## config.mk

```make
export PLATFORM = sky130hd
export DESIGN_NAME = imp_moment_unit
export DESIGN_NICKNAME = d
export VERILOG_FILES = /design/src/rtl/imp_moment_unit.sv
export SDC_FILE = /design/constraint.sdc
export NUM_CORES = 1
export LEC_CHECK = 0
export BUFFER_PORTS_ARGS = -buffer_cell sky130_fd_sc_hd__buf_4
export CORE_MARGIN = 1.5
export CORE_UTILIZATION = 57
export DETAILED_ROUTE_END_ITERATION = 7
export PLACE_DENSITY = 0.83
export SYNTH_ARGS = -nofsm -noshare
export SYNTH_HDL_FRONTEND = slang
export SYNTH_SLANG_ARGS = --single-unit
export TNS_END_PERCENT = 1
```

## constraint.sdc

```tcl
create_clock -name i_clk -period 7.4 [get_ports i_clk]
set_input_delay 0.37 -clock i_clk [delete_from_list [all_inputs] [get_ports i_clk]]
set_output_delay 0.37 -clock i_clk [all_outputs]
set_load 0.05 [all_outputs]
```

## src/rtl/imp_moment_unit.sv

```systemverilog
// First/second moment unit: accumulates N signed samples per frame and reports
// E[x], E[x^2] and the variance, with a selectable rounding mode and valid/ready handshakes.
`timescale 1ns/1ps
module imp_moment_unit #(
    parameter int N      = 8,
    parameter int DATA_W = 8,
    parameter int ROUND  = 0
) (
    input  logic                     i_clk,
    input  logic                     i_rstn,
    input  logic                     i_flush,
    input  logic                     i_valid,
    output logic                     o_ready,
    input  logic signed [DATA_W-1:0] i_x,
    output logic                     o_valid,
    input  logic                     i_ready,
    output logic signed [DATA_W:0]   o_ex,
    output logic [2*DATA_W-1:0]      o_ex2,
    output logic [2*DATA_W-1:0]      o_var
);

    localparam int S  = $clog2(N);
    localparam int SW = DATA_W + S;
    localparam int QW = 2*DATA_W + S;
    localparam int DW = 2*DATA_W + 2;

    localparam logic [S-1:0] LAST  = S'(N-1);
    localparam logic [SW:0]  RND_S = (SW+1)'((ROUND != 0) ? N/2 : 0);
    localparam logic [QW:0]  RND_Q = (QW+1)'((ROUND != 0) ? N/2 : 0);

    typedef enum logic [1:0] {ACC, MEAN, VAR, OUT} state_t;

    state_t                    state;
    logic [S-1:0]              count;
    logic signed [SW-1:0]      sum;
    logic [QW-1:0]             sq;
    logic signed [DATA_W-1:0]  ex_q;
    logic [2*DATA_W-1:0]       ex2_q;

    logic signed [2*DATA_W-1:0] xsq;
    logic signed [SW-1:0]       sum_next;
    logic [QW-1:0]              sq_next;
    logic [SW:0]                sum_rnd;
    logic [QW:0]                sq_rnd;
    logic signed [DW-1:0]       ex_ext;
    logic signed [DW-1:0]       exsq;
    logic signed [DW-1:0]       d;
    logic [2*DATA_W-1:0]        var_next;
    logic                       unused_bits;

    always_comb begin
        xsq      = i_x * i_x;
        sum_next = sum + {{S{i_x[DATA_W-1]}}, i_x};
        sq_next  = sq + {{S{1'b0}}, xsq};
        sum_rnd  = {sum[SW-1], sum} + RND_S;
        sq_rnd   = {1'b0, sq} + RND_Q;
        ex_ext   = {{(DW-DATA_W){ex_q[DATA_W-1]}}, ex_q};
        exsq     = ex_ext * ex_ext;
        d        = $signed({2'b00, ex2_q}) - exsq;
        var_next = d[DW-1] ? '0 : d[2*DATA_W-1:0];
    end

    // The top guard bits of the rounded sums and of d are provably zero or sign copies.
    assign unused_bits = &{1'b0, sum_rnd[SW], sq_rnd[QW], d[2*DATA_W]};

    assign o_ready = (state == ACC);

    always_ff @(posedge i_clk) begin
        if (!i_rstn) begin
            state   <= ACC;
            count   <= '0;
            sum     <= '0;
            sq      <= '0;
            ex_q    <= '0;
            ex2_q   <= '0;
            o_valid <= 1'b0;
            o_ex    <= '0;
            o_ex2   <= '0;
            o_var   <= '0;
        end else if (i_flush) begin
            state   <= ACC;
            count   <= '0;
            sum     <= '0;
            sq      <= '0;
            o_valid <= 1'b0;
        end else begin
            case (state)
                ACC: begin
                    if (i_valid) begin
                        sum <= sum_next;
                        sq  <= sq_next;
                        if (count == LAST) begin
                            count <= '0;
                            state <= MEAN;
                        end else begin
                            count <= count + S'(1);
                        end
                    end
                end
                MEAN: begin
                    // Taking bits [S +: W] of the biased sum is the arithmetic shift right by S.
                    ex_q  <= sum_rnd[S +: DATA_W];
                    ex2_q <= sq_rnd[S +: 2*DATA_W];
                    state <= VAR;
                end
                VAR: begin
                    o_ex    <= {ex_q[DATA_W-1], ex_q};
                    o_ex2   <= ex2_q;
                    o_var   <= var_next;
                    o_valid <= 1'b1;
                    state   <= OUT;
                end
                OUT: begin
                    if (i_ready) begin
                        o_valid <= 1'b0;
                        sum     <= '0;
                        sq      <= '0;
                        state   <= ACC;
                    end
                end
                default: state <= ACC;
            endcase
        end
    end

endmodule

```

# ---- Word level (Yosys, flattened, before mapping)
# Cells that the tools add are included.
dict set report op_classes {
  multipliers 2
  addsub 4
  bitwise_logic 2
  eq_ne 7
  reduce_logical 10
  mux 14
}
# cell n
set op_table {}
lappend op_table {{2-to-1 mux 19 bit} 2}
lappend op_table {{one-hot mux 19 bit (2 select lines)} 1}
lappend op_table {{multiplier 8 x 8 -> 16 bit} 2}
lappend op_table {{2-to-1 mux 11 bit} 2}
lappend op_table {{one-hot mux 11 bit (2 select lines)} 1}
lappend op_table {{adder 19 x 16 -> 19 bit} 1}
lappend op_table {{subtractor 17 x 16 -> 18 bit} 1}
lappend op_table {{2-to-1 mux 16 bit} 1}
lappend op_table {{adder 11 bit} 1}
lappend op_table {{one-hot mux 2 bit (4 select lines)} 1}
lappend op_table {{AND reduction 2 bit} 4}
lappend op_table {{2-to-1 mux 2 bit} 3}
lappend op_table {{AND reduction 3 bit} 2}
lappend op_table {{equality test 2 bit (second input constant)} 2}
lappend op_table {{!= test 2 bit (second input constant)} 2}
lappend op_table {{nonzero test 2 bit} 2}
lappend op_table {{adder 3 x 1 -> 3 bit (second input constant)} 1}
lappend op_table {{equality test 3 bit (second input constant)} 1}
lappend op_table {{2-to-1 mux 3 bit} 1}
lappend op_table {{equality test 2 x 1 -> 1 bit (second input constant)} 1}
lappend op_table {{zero test 2 bit} 1}
lappend op_table {{!= test 2 x 1 -> 1 bit (second input constant)} 1}
lappend op_table {{NOT 1 bit} 2}
lappend op_table {{one-hot mux 1 bit (2 select lines)} 1}
lappend op_table {{other kinds (2)} 2}
dict set report word_totals {
  input_bits 13
  output_inout_bits 43
  reg_bits 100
  elab_cells 49
}

# ---- Longest topological paths before layout
# Gate-level depths: netlist of the first run.
dict set report logic_depth {
  ltp_word 4
  ltp_mapped 28
  depth_no_buf 26
}

# ---- Worst setup path before layout of the first run
# No wires, ideal clock.
dict set report synth_timing {
  path_kind {input -> register}
  start {in i_x[6]}
  end {reg sq[16]}
  t_arrival_ps 5538
  cell_stages 22
  path_buffers 1
  slack_ps 1792
  setup_ps 71
  t_required_ps 7329
  path_cell_list {clkbuf_1 inv_1 nor2_1 inv_1 fa_1 inv_1 fa_1 fa_1 inv_1 fa_1 inv_1 ha_1 a21oi_1 o21ai_0 xor2_1 ha_1 and3_1 nand3_1 o311ai_0 nand2_1 or4_1 a21oi_1}
}
dict set report synth_via {
  elab_chain_cells 4
}
# item line
set synth_rtl {}
lappend synth_rtl {{from (decl)} 14} ;# input logic signed [DATA_W-1:0] i_x,
lappend synth_rtl {{multiplier 8 x 8 -> 16 bit} 52} ;# xsq = i_x * i_x;
lappend synth_rtl {{adder 19 x 16 -> 19 bit} 54} ;# sq_next = sq + {{S{1'b0}}, xsq};
lappend synth_rtl {{2-to-1 mux 19 bit} 89} ;# if (i_valid) begin
lappend synth_rtl {{one-hot mux 19 bit (2 select lines)} 87} ;# case (state)
lappend synth_rtl {{to (signal assigned)} 91} ;# sq <= sq_next;
lappend synth_rtl {{to (decl)} 36} ;# logic [QW-1:0] sq;
# No other way between the ends. The select of a mux whose other input is x is not followed.
# A chain may end at the register's enable or synchronous reset.

# ---- Worst setup path in the final report of the first run
dict set report layout_timing {
  start {reg ex_q[7]}
  end {reg o_var[14]}
}
dict set report layout_via {
  elab_chain_cells 3
}
# item line
set layout_rtl {}
lappend layout_rtl {{from (decl)} 37} ;# logic signed [DATA_W-1:0] ex_q;
lappend layout_rtl {{from (signal assigned)} 102} ;# ex_q <= sum_rnd[S +: DATA_W];
lappend layout_rtl {{multiplier 8 x 8 -> 16 bit} 58} ;# exsq = ex_ext * ex_ext;
lappend layout_rtl {{subtractor 17 x 16 -> 18 bit} 59} ;# d = $signed({2'b00, ex2_q}) - exsq;
lappend layout_rtl {{2-to-1 mux 16 bit} 60} ;# var_next = d[DW-1] ? '0 : d[2*DATA_W-1:0];
lappend layout_rtl {{to (signal assigned)} 109} ;# o_var <= var_next;
lappend layout_rtl {{to (decl)} 19} ;# output logic [2*DATA_W-1:0] o_var
# No other way between the ends.

==> summary.txt, run 1 <==
Final layout
  • Filler Cells Inserted: 1362
  • Most frequent cells in the layout: nand2_1, inv_1, fa_1, ha_1, dfxtp_1
  • Final Cell Area: 10340 um2
  • Fraction of layout cells with a size suffix above 1: 0.08212
  • Area growth syn-to-layout: 8.620%
  • Commonest non-fill, non-tap cell in the layout: nand2_1
  • Nets: 1310
  • Finished Layout Cells: 1316
  • # diodes: 0

Clock tree
  • Root buf cell: clkbuf_16
  • CTS buffer count: 9
  • Post-CTS setup buffers: 0
  • Total number of H-tree levels: 3
  • Cts hold-fix bufs: 0
  • CTS tree: yes
  • CTS Sinks: 100
  • Clock transition at the registers of the reported paths: 70 ps
  • CTS resizes: 0
  • Clk_lat worst skew: 350 ps
  • Clk buf depth: 2

STA
  • Slew HR: 0.3463
  • Fmax: 169.5 MHz
  • RSZ-0062 raised after global routing: no
  • Final setup vio count: 0
  • Max Slew Vio Count: 0
  • Final hold vios: 0
  • Total Neg Setup Slack: 0 ps
  • Final min period: 5901 ps
  • Slew @ Worst Pin: 978.5 ps
  • Period utilisation layout: 0.7975
  • Clock Skews: 8.501 ps

Yosys
  • Synth Area in XOR/XNOR: 0.06255
  • Post-Synth Simple-Gate Area: 0.1346
  • Post-Syn Area: 9522 um2
  • Avg Cell Area, Syn: ~8.9 um2
  • Largest family of logic cells by synthesized area: adder cells
  • Synth Flop Type: dfxtp_1
  • Syn nets: 1286
  • Sequential area share after synthesis: 0.2102
  • Adder-Cell Fraction of Synth Area: 0.3519
  • Yosys reg bits: 100
  • Unique masters post-synth: 51
  • Syn Inst Count: between 1000 and 1500
  • Yosys warning total: 0
  • Synth async-reset ratio: 0
  • Post-synthesis mux area share: 0.008279
  • Synth Area in Compound Gates: 0.1528
  • EDFF count, synth: 0

Power
  • VDD IR max: 0.1871 mV
  • Sw Share: 0.3986
  • Pwr Density: 231.5 nW/um2
  • Power, Total: ~2.4 mW
  • Pint: 1.440 mW
  • Clock network power share: 0.193
  • Lkg Pwr: about 4.8 nW
  • Sequential power share: 0.247
  • Combinational share of power: 0.559
  • Psw: 954.3 uW

Critical path
  • Nature of the critical path endpoint: flop
  • Crit Path Category: flop to flop
  • CP Max Fanout: 16
  • Critical path cell sequence: nand2_1, inv_1, fa_1, inv_1, fa_1, inv_1, fa_1, inv_1, fa_1, fa_1, ha_1, a21o_1, a21o_1, a211oi_2, o21ai_2, a31oi_2, xnor2_1, and3_1, a22o_1
  • CP startpoint kind: flop
  • Worst path buffer plus inverter count: 4
  • Critical Path RT: 7690 ps
  • Crit path top cell by count: fa_1
  • Crit path largest cell delay: 650 ps
  • Arrival time at the worst endpoint: ~6200 ps
  • Slowest stage cell, crit path: dfxtp_1
  • Crit path max-delay family: adder cells

Place
  • Post-Place Cells: 1300
  • Buffers on Ports: 55
  • RePlAce Congestion: 0.8514
  • Placed Area: 10050 um2
  • Post-DP HPWL: 14.92 mm

Routing
  • Initial DRC Count: 366
  • DR vias: between 7000 and 8000
  • Router iterations before antenna repair: 7
  • Final wirelength: 18.67 mm
  • # DRC: 0
  • ANT nets after route: 0
  • Routed WL per cell: 14.18 um
  • Vias/cell: 5.341

Outcome
  • Status: complete, no violations

Worst hold path
  • Hold Path Class: input port to flop

Die
  • Cell Rows: 47
  • Die area: around 17000 um2
  • Starting Density: 0.5783
  • CORE AREA: 16470 um2
  • Ports: 56
  • Horiz. Die Dim: approximately 130 um
  • Chip height: 132.2 um

Run
  • Max Cap Viol: 0

Global route
  • GRT Total Usage: 0.2289
  • Initial antenna violation count: 0
  • Vias in the first global route: around 7200
  • Grt ovf: 0
  • Largest net degree at the start of global routing: 52
  • First-pass GRT wire length: 33.29 mm
worst paths after layout:
check               to     start  slack [ps]  depth (start not counted)
min           count[1]   i_valid         310                          3
max          o_var[14]   ex_q[7]        1500                         19
min reg2reg   count[1]  count[1]         460                          2
max reg2reg  o_var[14]   ex_q[7]        1500                         19
Yosys cell counts (all sizes together) (3+ instances only):
| cell | n | area [um2] |
|---|---|---|
| a21boi | 48 | 360.4 |
| ha | 103 | 1289 |
| inv | 151 | 566.8 |
| fa | 103 | 2062 |
| nand3 | 7 | 35.03 |
| a22o | 30 | 262.8 |
| nor2b | 25 | 156.4 |
| xor2 | 14 | 122.6 |
| nor2 | 40 | 150.1 |
| o21ai | 11 | 58.81 |
| o21bai | 6 | 45.04 |
| nand2b | 11 | 68.82 |
| xnor2 | 54 | 473.0 |
| dfxtp | 100 | 2002 |
| a22oi | 11 | 82.58 |
| nand2 | 153 | 574.3 |
| buf | 4 | 33.78 |
| clkbuf | 42 | 157.7 |
| and3 | 6 | 37.54 |
| mux2i | 3 | 30.03 |
| a31oi | 7 | 50.05 |
| a211oi | 3 | 27.52 |
| a21o | 22 | 165.2 |
| mux2 | 4 | 48.79 |
| a21oi | 48 | 240.2 |
| nor3 | 14 | 70.07 |
| or2 | 3 | 18.77 |
| and2 | 20 | 125.1 |
| a31o | 4 | 35.03 |
cells by family (layout without fill, tap and decap cells):
| group | after synthesis | count (layout) |
|---|---|---|
| xor gates and xnor gates | 68 | 68 |
| AOI/OAI and AO/OA | 204 | 204 |
| and+or+nand+nor | 285 | 285 |
| DFF | 100 | 100 |
| buffers and inverters | 197 | 226 |
| muxes | 7 | 7 |
| adders and majority gates | 206 | 206 |
final cells by class:
| cell class | count | area [um2] | share of cell area |
|---|---|---|---|
| well taps | 220 | 275.3 | 0.02662 |
| clock buffers | 10 | 229.0 | 0.02214 |
| flip-flops and latches | 100 | 2002 | 0.1936 |
| multi-input cells | 770 | 6761 | 0.6538 |
| inverters | 151 | 566.8 | 0.05480 |
| clock inverters | 6 | 65.06 | 0.006291 |
| repair buffers | 59 | 442.9 | 0.04283 |
registers in the layout, summed over array words and instances, names as in the netlist:
signal,count
count,3
ex2_q,16
ex_q,8
o_ex,8
o_ex2,16
o_valid,1
o_var,16
sq,19
state,2
sum,11
routing by layer:
| metal | global-route usage | wire length (um) |
|---|---|---|
| met1 | 0.2947 | 8688 |
| met2 | 0.4087 | 9004 |
| met3 | 0.02537 | 634 |
| met4 | 0.06288 | 337 |
| met5 | 0 | 0 |
power groups by stage:
stage / clock, mW / sequential (mW) / combinational, mW
detailed placement: 0 / 0.603 / 1.34
floorplan: 0 / 0.595 / 1.12
global route: 0.493 / 0.595 / 1.53
CTS: 0.471 / 0.591 / 1.34
global placement: 0 / 0.603 / 1.29
finish: 0.463 / 0.592 / 1.34
worst min-delay path: stages:
cell     delay [ps]
buf_4           120
nand3_1          70
a21oi_1          50
per-stage QoR:
step                hold slack, ps  utilization  setup WS (ps)
global placement             449.5       0.6103           1600
detailed placement           453.3       0.6103           1485
CTS                          307.6       0.6281           1502
floorplan                    440.0            -           1792
global route                 337.4       0.6281           1103
finish                       309.3       0.6281           1499
No activity file was read; power rests on OpenSTA's default activity.
==> run 2: changes to the inputs <==
Settings changed: ABC_AREA set to 1, PLACE_DENSITY 0.83 to 0.86.
Clock period 7.4 ns to 4.8 ns, I/O delays scaled along.
==> run 2 against run 1 <==
The flow now finishes with violations (negative setup slack); cell count rose by 33%; global-route usage rose by 6.1 points; non-clock buffer count rose by 124; via count rose by 37%; fmax rose by 19%; critical endpoint is now o_var[11]; largest cell class unchanged.
==> summary.txt, run 2 <==
Final layout
  • Commonest non-fill, non-tap cell in the layout: nand2_1 (unchanged)
  • Final Cell Area: 12560 um2 (was 10340 um2)
  • Fraction of layout cells with a size suffix above 1: 0.2213 (was 0.08212)
  • Most frequent cells in the layout: nand2_1, inv_1, buf_4 (was nand2_1, inv_1, fa_1, ha_1, dfxtp_1)
  • Biggest register: sq (unchanged)
  • Filler Cells Inserted: 1217 (was 1362)
  • Area growth syn-to-layout: 23.55% (was 8.620%)
  • Max reg flops: 19 (unchanged)
  • Nets: 1741 (was 1310)
  • Finished Layout Cells: 1752 (was 1316)
  • # diodes: 0 (unchanged)

Critical path
  • Crit Path Category: flop to flop (unchanged)
  • Critical path cell sequence: nand2_2, inv_2, fa_1, inv_4, fa_1, inv_2, fa_1, fa_1, inv_2, fa_1, ha_4, a21o_1, nand2_1, nand2_1, a21oi_2, nand2_2, nand2_2, nand2_4, clkbuf_16, nand3_2, a21oi_2 (was nand2_1, inv_1, fa_1, inv_1, fa_1, inv_1, fa_1, inv_1, fa_1, fa_1, ha_1, a21o_1, a21o_1, a211oi_2, o21ai_2, a31oi_2, xnor2_1, and3_1, a22o_1)
  • Arrival time at the worst endpoint: 5210 ps (was 6190 ps)
  • Worst path buffer plus inverter count: 5 (was 4)
  • Worst Reg2Reg Path Length in Cells: 21 (was 19)
  • Nature of the critical path endpoint: flop (unchanged)
  • CP Max Fanout: 6 (was 16)
  • Crit path max-delay family: adder cells (unchanged)
  • Setup slack, reg-to-reg: -170 ps (was 1500 ps)
  • Crit path top cell by count: fa_1 (unchanged)
  • CP Depth: 21 (was 19)
  • Slowest stage cell, crit path: fa_1 (was dfxtp_1)
  • Crit path largest cell delay: 580 ps (was 650 ps)
  • Critical Path RT: 5040 ps (was 7690 ps)
  • CP startpoint kind: flop (unchanged)

Clock tree
  • CTS buffer count: 9 (unchanged)
  • Clock transition at the registers of the reported paths: 80 ps (was 70 ps)
  • CTS tree: yes (unchanged)
  • CTS Sinks: 100 (unchanged)
  • Clk_lat worst skew: 370 ps (was 350 ps)
  • Clk buf depth: 2 (unchanged)
  • Total number of H-tree levels: 3 (unchanged)
  • Root buf cell: clkbuf_16 (unchanged)

STA
  • Slew @ Worst Pin: 963.5 ps (was 978.5 ps)
  • Fmax: 201.0 MHz (was 169.5 MHz)
  • Hold WS: 223.0 ps (was 309.3 ps)
  • Clock Skews: 11.58 ps (was 8.501 ps)
  • Setup slack after layout: -174.0 ps (was 1499 ps)
  • RSZ-0062 raised after global routing: yes (was no)
  • Final hold vios: 0 (unchanged)
  • Max Slew Vio Count: 0 (unchanged)
  • Final setup vio count: 16 (was 0)
  • Slew HR: 0.3569 (was 0.3463)
  • Period utilisation layout: 1.036 (was 0.7975)
  • Final min period: 4974 ps (was 5901 ps)

Routing
  • Met2 wire length: 13.97 mm (was 9.004 mm)
  • Vias/cell: 5.504 (was 5.341)
  • Router iterations before antenna repair: 7 (unchanged)
  • Initial DRC Count: 540 (was 366)
  • Top layer in use: met4 (unchanged)
  • Met1 WL: 10.82 mm (was 8.688 mm)
  • Final wirelength: 27.76 mm (was 18.67 mm)
  • Routed WL per cell: 15.84 um (was 14.18 um)
  • ANT nets after route: 0 (unchanged)
  • # DRC: 0 (unchanged)
  • DR vias: 9643 (was 7029)
  • Met3 routed WL: 1.649 mm (was 634 um)

Global route
  • Largest net degree at the start of global routing: 61 (was 52)
  • First-pass GRT wire length: 42.88 mm (was 33.29 mm)
  • GRT Total Usage: 0.2904 (was 0.2289)
  • Grt ovf: 0 (unchanged)
  • Initial antenna violation count: 0 (unchanged)
  • Vias in the first global route: 9558 (was 7244)

Die
  • CORE AREA: 17360 um2 (was 16470 um2)
  • Starting Density: 0.5855 (was 0.5783)
  • Cell Rows: 48 (was 47)
  • Horiz. Die Dim: 136.5 um (was 132.2 um)
  • Ports: 56 (unchanged)
  • Die area: 18640 um2 (was 17490 um2)
  • Chip height: 136.5 um (was 132.2 um)

Power
  • Psw: 2.257 mW (was 954.3 uW)
  • Sw Share: 0.4286 (was 0.3986)
  • Power, Total: 5.267 mW (was 2.394 mW)
  • Sequential power share: 0.170 (was 0.247)
  • Clock network power share: 0.159 (was 0.193)
  • Pwr Density: 419.5 nW/um2 (was 231.5 nW/um2)
  • Lkg Pwr: 6.432 nW (was 4.787 nW)
  • Combinational share of power: 0.670 (was 0.559)
  • VDD IR max: 0.3730 mV (was 0.1871 mV)
  • Pint: 3.009 mW (was 1.440 mW)

Worst hold path
  • Hold Path Class: input port to flop (unchanged)
  • Hold Path Stages: 4 (was 3)

Place
  • Post-DP HPWL: 20.27 mm (was 14.92 mm)
  • Post-Place Cells: 1726 (was 1300)
  • Placed Area: 11660 um2 (was 10050 um2)
  • RePlAce Congestion: 0.9351 (was 0.8514)
  • Buffers on Ports: 55 (unchanged)

Yosys
  • EDFF count, synth: 0 (unchanged)
  • Share of the synthesized area in the top cell type: 0.2029 (was 0.2166)
  • Yosys warning total: 0 (unchanged)
  • Avg Cell Area, Syn: 7.412 um2 (was 8.924 um2)
  • Sequential area share after synthesis: 0.1970 (was 0.2102)
  • Top-count cell post-synth: nand2_1 (unchanged)
  • Synth Flop Type: dfxtp_1 (unchanged)
  • Syn nets: 1590 (was 1286)
  • Largest area contributor in the netlist: fa_1 (unchanged)
  • Unique masters post-synth: 40 (was 51)
  • Synth cell count leaders: nand2_1, inv_1, nor2_1 (was nand2_1, inv_1, fa_1, ha_1, dfxtp_1)
  • Post-Syn Area: 10160 um2 (was 9522 um2)
  • Largest cells by area after synthesis: fa_1, dfxtp_1, ha_1, nand2_1, inv_1 (unchanged)
  • Yosys reg bits: 100 (unchanged)
  • Syn Inst Count: 1371 (was 1067)
  • Synth async-reset ratio: 0 (unchanged)

Outcome
  • Violated checks: negative setup slack
  • Status: complete, but fails checks (was complete, no violations)

Run
  • Max Cap Viol: 0 (unchanged)
## run 2: changes by cell type in the layout (fill, tap and decap cells not counted), sizes merged, moves of 25 or more
cell / previous run / this run
xnor2: 54 / 13
buf: 59 / 182
nand3: 7 / 67
nor2b: 25 / 0
nand2: 153 / 262
a21boi: 48 / 1
a21oi: 48 / 120
inv: 151 / 249
o21ai: 11 / 95
nor2: 40 / 128
a22o: 30 / 0
## run 2: path summary, 6_finish.rpt
path / start / end
hold / removal: i_flush / state[1]
hold reg to reg: o_var[10] / o_var[10]
setup / recovery: ex_q[7] / o_var[11]
setup reg to reg: ex_q[7] / o_var[11]
## run 2: cell type report
type                    count  area [um2]  share of cell area
multi-input cells         979        7517              0.5987
flip-flops and latches    100        2016              0.1605
repair buffers            183        1461              0.1164
inverters                 249       940.9             0.07494
well taps                 225       281.5             0.02242
clock buffers               9       225.2             0.01794
clock inverters             7       113.9            0.009068
## run 2: what timing repair did
item / 4_1_cts / 5_1_grt
gates resized for setup: 7 / 108
pin swaps: 7 / 94
hold buffers: 0 / 0
cloned: 0 / 1
endpoints found under the setup margin: 16 / 26
setup buffers: 0 / 9
## run 2: logic make-up after synthesis
family,synth area share
flops,0.1970
buf+inv,0.1102
compound gates,0.1246
simple gates,0.2109
xor+xnor,0.02758
fa+ha+maj,0.3297
## run 2: metrics by stage
step	setup TNS [ps]	setup WS, ps	util
after global placement	-1137	-167.5	0.6720
after global routing	-5358	-313.8	0.7234
after floorplan	-31.53	-20.30	-
final	-2195	-174.0	0.7234
after CTS	-20.80	-12.26	0.6931
after detailed placement	-3598	-344.7	0.6720
## run 2: worst register-to-register path: stages (launching register included)
cell and delay [ps]:
dfxtp_4 390, nand2_2 70, inv_2 40, fa_1 580
inv_4 80, fa_1 580, inv_2 90, fa_1 510
fa_1 510, inv_2 40, fa_1 560, ha_4 230
a21o_1 200, nand2_1 80, nand2_1 80, a21oi_2 190
nand2_2 90, nand2_2 100, nand2_4 100, clkbuf_16 180
nand3_2 90, a21oi_2 60
## run 2: power by group through the flow
| stage | clock [mW] | combinational (mW) | sequential [mW] |
|---|---|---|---|
| final | 0.840 | 3.53 | 0.897 |
| after floorplan | 0 | 2.00 | 0.904 |
| after global placement | 0 | 3.03 | 0.913 |
| after global routing | 0.886 | 3.92 | 0.902 |
| after CTS | 0.849 | 3.11 | 0.895 |
| after detailed placement | 0 | 3.09 | 0.915 |
## run 2: layer usage
layer  up-vias  track usage
met1      4561       0.3342
met2       339       0.5215
li1       4627            -
met5         -            0
met3       116      0.04630
met4         0       0.1430
